`src/rtl/jtvigil_gfx_rom.sv`:
```
// Graphics ROM responder: one-word cache per video client with a single SDRAM req/ack port.
// Optional macro JTVIGIL_GFXROM_FIXPRIO_EN selects fixed priority (obj > scr1 > scr2) instead of round-robin.
module jtvigil_gfx_rom #(
    parameter logic [21:0] SCR1_OFFSET = 22'h00000,
    parameter logic [21:0] SCR2_OFFSET = 22'h20000,
    parameter logic [21:0] OBJ_OFFSET  = 22'h60000
) (
    input  logic        clk,
    input  logic        rst_n,
    input  logic [16:0] scr1_addr,
    input  logic        scr1_cs,
    output logic [31:0] scr1_data,
    output logic        scr1_ok,
    input  logic [17:0] scr2_addr,
    input  logic        scr2_cs,
    output logic [31:0] scr2_data,
    output logic        scr2_ok,
    input  logic [17:0] obj_addr,
    input  logic        obj_cs,
    output logic [31:0] obj_data,
    output logic        obj_ok,
    output logic [21:0] mem_addr,
    output logic        mem_req,
    input  logic        mem_ack,
    input  logic [31:0] mem_data
);

    typedef enum logic {ST_IDLE = 1'b0, ST_WAIT = 1'b1} state_t;

    localparam logic [1:0] ID_SCR1 = 2'd0;
    localparam logic [1:0] ID_SCR2 = 2'd1;
    localparam logic [1:0] ID_OBJ  = 2'd2;

    state_t      state_r;
    logic [2:0]  valid_r;
    logic [16:0] scr1_tag_r;
    logic [17:0] scr2_tag_r;
    logic [17:0] obj_tag_r;
    logic [31:0] scr1_data_r;
    logic [31:0] scr2_data_r;
    logic [31:0] obj_data_r;
    logic [1:0]  req_id_r;
    logic [17:0] req_tag_r;
`ifndef JTVIGIL_GFXROM_FIXPRIO_EN
    logic [1:0]  ptr_r;
`endif

    logic [2:0]  hit_s;
    logic [2:0]  miss_s;
    logic [1:0]  grant_s;
    logic [17:0] grant_addr_s;
    logic [21:0] grant_offset_s;
    logic [21:0] grant_mem_addr_s;

    // The ok flags follow the live address so they drop in the very cycle the address moves off the cached tag
    assign hit_s[0]  = valid_r[0] & (scr1_tag_r == scr1_addr);
    assign hit_s[1]  = valid_r[1] & (scr2_tag_r == scr2_addr);
    assign hit_s[2]  = valid_r[2] & (obj_tag_r  == obj_addr);
    assign miss_s    = {obj_cs, scr2_cs, scr1_cs} & ~hit_s;

    assign scr1_ok   = scr1_cs & hit_s[0];
    assign scr2_ok   = scr2_cs & hit_s[1];
    assign obj_ok    = obj_cs  & hit_s[2];
    assign scr1_data = scr1_data_r;
    assign scr2_data = scr2_data_r;
    assign obj_data  = obj_data_r;

    // Winner selection among missing clients
    always_comb begin
        grant_s = ID_SCR1;
`ifdef JTVIGIL_GFXROM_FIXPRIO_EN
        if (miss_s[2]) begin
            grant_s = ID_OBJ;
        end else if (miss_s[0]) begin
            grant_s = ID_SCR1;
        end else if (miss_s[1]) begin
            grant_s = ID_SCR2;
        end else begin
            grant_s = ID_SCR1;
        end
`else
        // Search starts at the client after the last one served
        case (ptr_r)
            ID_SCR1: begin
                if (miss_s[1])      grant_s = ID_SCR2;
                else if (miss_s[2]) grant_s = ID_OBJ;
                else                grant_s = ID_SCR1;
            end
            ID_SCR2: begin
                if (miss_s[2])      grant_s = ID_OBJ;
                else if (miss_s[0]) grant_s = ID_SCR1;
                else                grant_s = ID_SCR2;
            end
            default: begin
                if (miss_s[0])      grant_s = ID_SCR1;
                else if (miss_s[1]) grant_s = ID_SCR2;
                else                grant_s = ID_OBJ;
            end
        endcase
`endif
    end

    // Address and SDRAM base of the winning client; the sum wraps modulo 2^22
    always_comb begin
        grant_addr_s   = {1'b0, scr1_addr};
        grant_offset_s = SCR1_OFFSET;
        case (grant_s)
            ID_SCR2: begin
                grant_addr_s   = scr2_addr;
                grant_offset_s = SCR2_OFFSET;
            end
            ID_OBJ: begin
                grant_addr_s   = obj_addr;
                grant_offset_s = OBJ_OFFSET;
            end
            default: begin
                grant_addr_s   = {1'b0, scr1_addr};
                grant_offset_s = SCR1_OFFSET;
            end
        endcase
        grant_mem_addr_s = grant_offset_s + {4'd0, grant_addr_s};
    end

    // Request FSM, SDRAM port and cache fill
    always_ff @(posedge clk or negedge rst_n) begin
        if (!rst_n) begin
            state_r     <= ST_IDLE;
            valid_r     <= 3'b000;
            scr1_tag_r  <= 17'd0;
            scr2_tag_r  <= 18'd0;
            obj_tag_r   <= 18'd0;
            scr1_data_r <= 32'd0;
            scr2_data_r <= 32'd0;
            obj_data_r  <= 32'd0;
            req_id_r    <= ID_SCR1;
            req_tag_r   <= 18'd0;
            mem_addr    <= 22'd0;
            mem_req     <= 1'b0;
`ifndef JTVIGIL_GFXROM_FIXPRIO_EN
            ptr_r       <= ID_SCR1;
`endif
        end else begin
            case (state_r)
                ST_IDLE: begin
                    if (|miss_s) begin
                        req_id_r  <= grant_s;
                        req_tag_r <= grant_addr_s;
                        mem_addr  <= grant_mem_addr_s;
                        mem_req   <= 1'b1;
                        state_r   <= ST_WAIT;
                    end
                end
                ST_WAIT: begin
                    // The fill keeps the address latched at grant time, even if the client moved on
                    if (mem_ack) begin
                        mem_req <= 1'b0;
                        state_r <= ST_IDLE;
`ifndef JTVIGIL_GFXROM_FIXPRIO_EN
                        ptr_r   <= req_id_r;
`endif
                        case (req_id_r)
                            ID_SCR2: begin
                                valid_r[1]  <= 1'b1;
                                scr2_tag_r  <= req_tag_r;
                                scr2_data_r <= mem_data;
                            end
                            ID_OBJ: begin
                                valid_r[2]  <= 1'b1;
                                obj_tag_r   <= req_tag_r;
                                obj_data_r  <= mem_data;
                            end
                            default: begin
                                valid_r[0]  <= 1'b1;
                                scr1_tag_r  <= req_tag_r[16:0];
                                scr1_data_r <= mem_data;
                            end
                        endcase
                    end
                end
                default: begin
                    mem_req <= 1'b0;
                    state_r <= ST_IDLE;
                end
            endcase
        end
    end

endmodule
```
`config.mk`:
```
export PLATFORM = sky130hd
export DESIGN_NAME = jtvigil_gfx_rom
export DESIGN_NICKNAME = d
export VERILOG_FILES = /design/src/rtl/jtvigil_gfx_rom.sv
export SDC_FILE = /design/constraint.sdc
export NUM_CORES = 1
export LEC_CHECK = 0
export ABC_AREA = 1
export ABC_CLOCK_PERIOD_IN_PS = 5100
export BUFFER_PORTS_ARGS = -buffer_cell sky130_fd_sc_hd__buf_2
export CAP_MARGIN = 20
export CORE_MARGIN = 2
export CORE_UTILIZATION = 42
export DETAILED_ROUTE_END_ITERATION = 10
export GPL_TIMING_DRIVEN = 0
export PLACE_DENSITY = 0.65
export RECOVER_POWER = 100
export SLEW_MARGIN = 25
export SYNTH_ARGS = -nofsm -noshare
export SYNTH_HDL_FRONTEND = slang
export SYNTH_SLANG_ARGS = --single-unit
```
`constraint.sdc`:
```
create_clock -name clk -period 5.1 [get_ports clk]
set_input_delay 1.02 -clock clk [delete_from_list [all_inputs] [get_ports clk]]
set_output_delay 1.02 -clock clk [all_outputs]
set_load 0.05 [all_outputs]
```
==> flow_metrics.tcl, run 1 <==
set metrics [dict create \
    status "finished, violations left" \
    failed_checks "max-capacitance violations, max-slew violations" \
    vdd_ir_drop_max_mv 0.417 \
    drcViolationCount 0 \
    slew_headroom_pct -40.0 \
    synth_area_um2 8580 \
    internal_power_uw 3660 \
    synth_edf_count 0 \
    max_freq_mhz 250 \
    fp.coreArea_um2 20200 \
    num_vias 7541 \
    tns_ns 0 \
    hold_buffers 0 \
    ys_seq_area_share_pct 52.2 \
    p_clk_share_pct 17.8 \
    switching_share_pct 51.8 \
    detail_route.iter0.violations 399 \
    r2r_start "scr1_tag_r[6]" \
    rsz0062_at_grt "false" \
    power_uw 7580 \
    ant_nets 0 \
    worst_pin_slew_ns 2.10 \
    ys_ff_latch 179 \
    maxSlewViolCount 167 \
    rows 52 \
    finalSetupViolCount 0 \
    hpwl_um 18800 \
    layout.nets 1382 \
    clkSlewWorstSetupHoldPaths_ns 0.07 \
    arrival_ns 4.32 \
    htreeDepth 4 \
    min_to "valid_r[0]" \
    leakage_uw 0.00538 \
    initial_core_util_pct 42.5 \
    area_growth_pct 21.0 \
    final_hold_viol_count 0 \
    grt_pass1_vias 7582 \
    p_seq_share_pct 32.5 \
    cts-root-buf "clkbuf_16" \
    nFillCells 2048 \
    finalCritPeriodShare_pct 78.4 \
    final_cell_mix "314 x nand2_1, 179 x dfrtp_1, 164 x o21ai_0" \
    ys_warn_count 0 \
    postCtsSetupBuffers 0 \
    gr-total-overflow 0 \
    whs_path_depth 2 \
    combPwrFrac_pct 49.7 \
    worstHoldStart "valid_r[0]" \
    first_pass_iters 5 \
    r2r_setup_slack_ns 1.38 \
    cp-start-kind "input port" \
    fin_ws_ns 1.10 \
    cts.repair.resized 0 \
    final_common_cell "nand2_1" \
    synthCells 1053 \
    grt_pass1_wl_um 40600 \
    dp_slack_ns 1.11 \
    path_max_fanout 10 \
    clock-sinks 179 \
    dieArea_um2 21600 \
    synth.avg_cell_area_um2 8.15 \
    hold_class "flop to flop" \
    grt_max_degree 84 \
    numPortBuffers 210 \
    die-width_um 147 \
    cts_max_path_buffers 2 \
    r2r_end "mem_addr[18]" \
    power_switching_uw 3930 \
    wirelength_um 25100 \
    synth_top_flop_cell "dfrtp_1" \
    clk_latency_ns 0.44 \
    utilization_pct 51.5 \
    cp-end-kind "flop" \
    wl_per_cell_um 16.0 \
    viasPerCell 4.80 \
    cap_violations 2 \
    die_h_um 147 \
    ys_async_sr_fraction_pct 100 \
    cts_inserted_buffers 17 \
    antenna_found_initial 1 \
    crit_required_ns 5.43 \
    powerDensity_nw_per_um2 731 \
    fin_skew_ns 0.0111 \
    rr_worst_depth 17 \
    fin_crit_ns 4.00 \
    place_congestion 0.931 \
    cp-startpoint "scr1_addr[1]" \
    grtUsageTotal_pct 24.0 \
    layout-drive-gt1-share_pct 14.3 \
    path_class "input port to flop" \
    cts_tree "done" \
    boundaryPins 213 \
    synth_cell_type_count 36 \
]
==> metrics by stage <==
step                hold slack (ns)  cells  area (µm²)
detailed placement            0.438   1536       10000
finish                        0.456   1570       10400
global placement              0.434   1534        9970
floorplan                     0.423   1054        8580
CTS                           0.387   1568       10600
global route                  0.466   1569       10400
==> flip-flops by register name, indices dropped and copies added (netlist names), 2 cells and up <==
| name | count |
|---|---|
| obj_data | 32 |
| scr1_data | 32 |
| scr2_data | 32 |
| obj_tag_r | 18 |
| req_tag_r | 18 |
| scr2_tag_r | 18 |
| scr1_tag_r | 17 |
| mem_addr | 3 |
| valid_r | 3 |
| ptr_r | 2 |
| req_id_r | 2 |
==> power by group through the flow <==
stage | combinational (µW) | sequential (µW) | clock, µW
floorplan | 1680 | 3660 | 0
global placement | 3890 | 2460 | 0
detailed placement | 3950 | 2460 | 0
CTS | 3950 | 2450 | 1370
global route | 4110 | 2550 | 1430
finish | 3770 | 2460 | 1350
==> how the worst max path moves through the flow <==
stage,endpoint,slack [ns]
floorplan,scr2_ok,1.59
global placement,obj_data[14],0.02
detailed placement,mem_addr[18],1.11
CTS,mem_addr[18],1.59
global route,mem_addr[18],0.83
finish,mem_addr[18],1.10
==> critical path: stages <==
cell and delay, ns:
clkbuf_1 0.14, inv_1 0.07, nand2_1 0.10, nand2_1 0.06, nor2_1 0.10, nand2_1 0.06
nor2_1 0.13, nand3_1 0.19, nand2_1 0.24, nand3_1 0.10, nand3_1 0.15, inv_1 0.08
ha_1 0.27, buf_2 0.29, clkbuf_1 0.70, nor2_1 0.18, ha_1 0.32, nand2_1 0.07
nand2_1 0.05
==> Yosys cell counts, types with 5 or more instances <==
| cell type | instances | area (µm²) |
|---|---|---|
| a21oi_1 | 5 | 25.0 |
| buf_2 | 6 | 30.0 |
| buf_4 | 19 | 143 |
| clkbuf_1 | 27 | 101 |
| dfrtp_1 | 179 | 4480 |
| ha_1 | 6 | 75.1 |
| inv_1 | 153 | 574 |
| inv_2 | 7 | 26.3 |
| mux2i_1 | 17 | 170 |
| nand2_1 | 311 | 1170 |
| nand2_2 | 23 | 144 |
| nand3_1 | 15 | 75.1 |
| nand4_1 | 9 | 56.3 |
| nor2_1 | 44 | 165 |
| nor3_1 | 6 | 30.0 |
| o21ai_0 | 159 | 796 |
| o21ai_1 | 9 | 45.0 |
| o21ai_2 | 15 | 131 |
| o22ai_1 | 16 | 100 |
==> layer usage <==
layer | up-vias | GRT usage [%] | wire, µm
met5 | - | 0 | 0
met4 | 0 | 7.40 | 504
met3 | 34 | 5.28 | 1690
met2 | 248 | 39.0 | 11700
met1 | 3526 | 32.4 | 11200
li1 | 3733 | - | -
==> cells by family after synthesis <==
kind of cell    count (synthesis)  synth area share (%)
compound gates                205                  12.9
fa+ha+maj                       6                 0.875
mux                            17                  1.98
other cells                     1                0.0437
simple gates                  419                  20.2
xor+xnor                        5                 0.511
flops                         179                  52.2
buf+inv                       221                  11.2
==> layout make-up <==
| class | instances | area [µm²] | share of cell area (%) |
|---|---|---|---|
| inverter | 162 | 608 | 5.86 |
| multi-input combinational | 654 | 3100 | 29.9 |
| antenna | 2 | 5.00 | 0.0482 |
| buffer | 59 | 334 | 3.22 |
| clock inverter | 14 | 166 | 1.60 |
| tap | 270 | 338 | 3.25 |
| clock buffer | 18 | 439 | 4.23 |
| sequential | 179 | 4480 | 43.2 |
| timing repair buffer | 212 | 907 | 8.74 |
Power figures use the tool's default switching activity.
==> run 2: changes to the inputs <==
- ABC_CLOCK_PERIOD_IN_PS: 5100 -> 3490
- PLACE_DENSITY: 0.65 -> 0.68
- clock period: 5.1 -> 3.49 ns (I/O delays scaled with it)
==> flow_metrics.tcl, run 2 (same netlist as run 1, synthesis figures left out) <==
set metrics [dict create \
    status "finished, violations left" \
    failed_checks "max-capacitance violations, max-slew violations" \
    antenna_found_initial 2 \
    wl_per_cell_um 16.1 \
    arrival_ns 3.56 \
    cap_violations 2 \
    stdcell_count 1569 \
    slowest_stage "dfrtp_1" \
    tns_ns 0 \
    clock-sinks 179 \
    cts-root-buf "clkbuf_16" \
    grt_pass1_wl_um 40000 \
    fin_skew_ns 0.0101 \
    area_growth_pct 20.8 \
    ant_nets 0 \
    die_h_um 147 \
    cp-startpoint "scr1_tag_r[6]" \
    utilization_pct 51.4 \
    die-width_um 147 \
    grtUsageTotal_pct 23.8 \
    slew_headroom_pct -49.4 \
    path_max_fanout 10 \
    crit_required_ns 3.82 \
    power_uw 11000 \
    cp-end-kind "flop" \
    crit_top_cell "nor2_1" \
    boundaryPins 213 \
    layout-drive-gt1-share_pct 14.9 \
    rows 52 \
    r2r_start "scr1_tag_r[6]" \
    viasPerCell 4.82 \
    final_cell_mix "312 x nand2_1, 179 x dfrtp_1, 164 x o21ai_0" \
    finalSetupViolCount 0 \
    first_pass_iters 5 \
    powerDensity_nw_per_um2 1060 \
    dieArea_um2 21600 \
    place_congestion 0.913 \
    cts_max_path_buffers 2 \
    worst_pin_slew_ns 2.24 \
    finalCritPeriodShare_pct 92.6 \
    fp.coreArea_um2 20200 \
    cp-start-kind "flop" \
    grt_max_degree 91 \
    max_freq_mhz 309 \
    clkSlewWorstSetupHoldPaths_ns 0.07 \
    htreeDepth 4 \
    cts.repair.resized 0 \
    hold_buffers 0 \
    path_class "flop to flop" \
    clk_latency_ns 0.43 \
    num_vias 7570 \
    cts_tree "done" \
    final_common_cell "nand2_1" \
    maxSlewViolCount 177 \
    postCtsSetupBuffers 0 \
    cts_inserted_buffers 17 \
    timing.hold.ws_ns 0.118 \
    grt_pass1_vias 7417 \
    hold_class "input port to asynchronous set/reset pin" \
    gr-total-overflow 0 \
    drcViolationCount 0 \
    vdd_ir_drop_max_mv 0.613 \
    hpwl_um 19100 \
    final_hold_viol_count 0 \
    leakage_uw 0.00536 \
    initial_core_util_pct 42.5 \
    path_cells "nor2_1, nor2_1, nor2_1, nand2_1, nor2_2, nand3_2, nand2_2, nand3_1, nand3_1, inv_1, ha_1, buf_2, buf_2, nor2_1, ha_1, nand2_1, nand2_1" \
    cpPeakStageDelay_ns 0.41 \
    numPortBuffers 210 \
    placed_cells 1536 \
    fin_crit_ns 3.23 \
    wirelength_um 25200 \
    layout.nets 1382 \
    rsz0062_at_grt "false" \
    detail_route.iter0.violations 664 \
]
-- run 2: cell types whose count changed in the layout (fill, tap and decap cells not counted), moves of 2 or more --
cell,delta
clkinvlp_4,+2
nand2_2,+2
inv_2,+2
buf_2,+3
inv_1,-2
o21ai_2,-2
o21ai_1,+2
clkbuf_1,-3
nand2_1,-2
-- run 2: critical path, delay by kind of cell (launching register included) --
kind	cells	cell delay (ns)
fa+ha+maj	2	0.56
buf+inv	3	0.78
flops	1	0.41
simple gates	12	1.39
-- run 2: worst paths after layout --
kind	endpoint	slack [ns]	depth (start not counted)
min reg2reg	valid_r[0]	0.45	2
min	req_tag_r[6]	0.12	1
max reg2reg	mem_addr[18]	0.26	17
max	mem_addr[18]	0.26	17
max in group asynchronous	scr2_data[25]	0.91	2
min in group clk	state_r	0.43	2
-- run 2: metrics by stage --
stage | instance area [µm²] | setup slack (ns)
after floorplan | 8580 | 0.618
after global placement | 9970 | -1.23
after detailed placement | 10000 | -0.167
after CTS | 10600 | 0.282
after global routing | 10400 | 0.00513
final | 10400 | 0.257
-- run 2: area by class of cell --
cell class | count | area, µm²
Fill cell | 2037 | 9810
Sequential cell | 179 | 4480
Multi-Input combinational cell | 654 | 3110
Timing Repair Buffer | 212 | 910
Inverter | 162 | 608
Clock buffer | 17 | 425
Buffer | 59 | 352
Tap cell | 270 | 338
Clock inverter | 15 | 140
Antenna cell | 1 | 2.50
-- run 2: metal layers --
layer,vias up,global-route usage [%],routed length [µm]
met4,2,7.55,586
met5,-,0,7
met1,3539,32.1,11100
met2,257,37.4,11600
li1,3728,-,-
met3,44,6.83,1870
-- run 2: power breakdown --
group | total, µW | internal, µW | switching [µW]
clock | 1880 | 947 | 928
sequential | 3610 | 2990 | 624
combinational | 5520 | 1320 | 4200
total | 11000 | 5260 | 5750
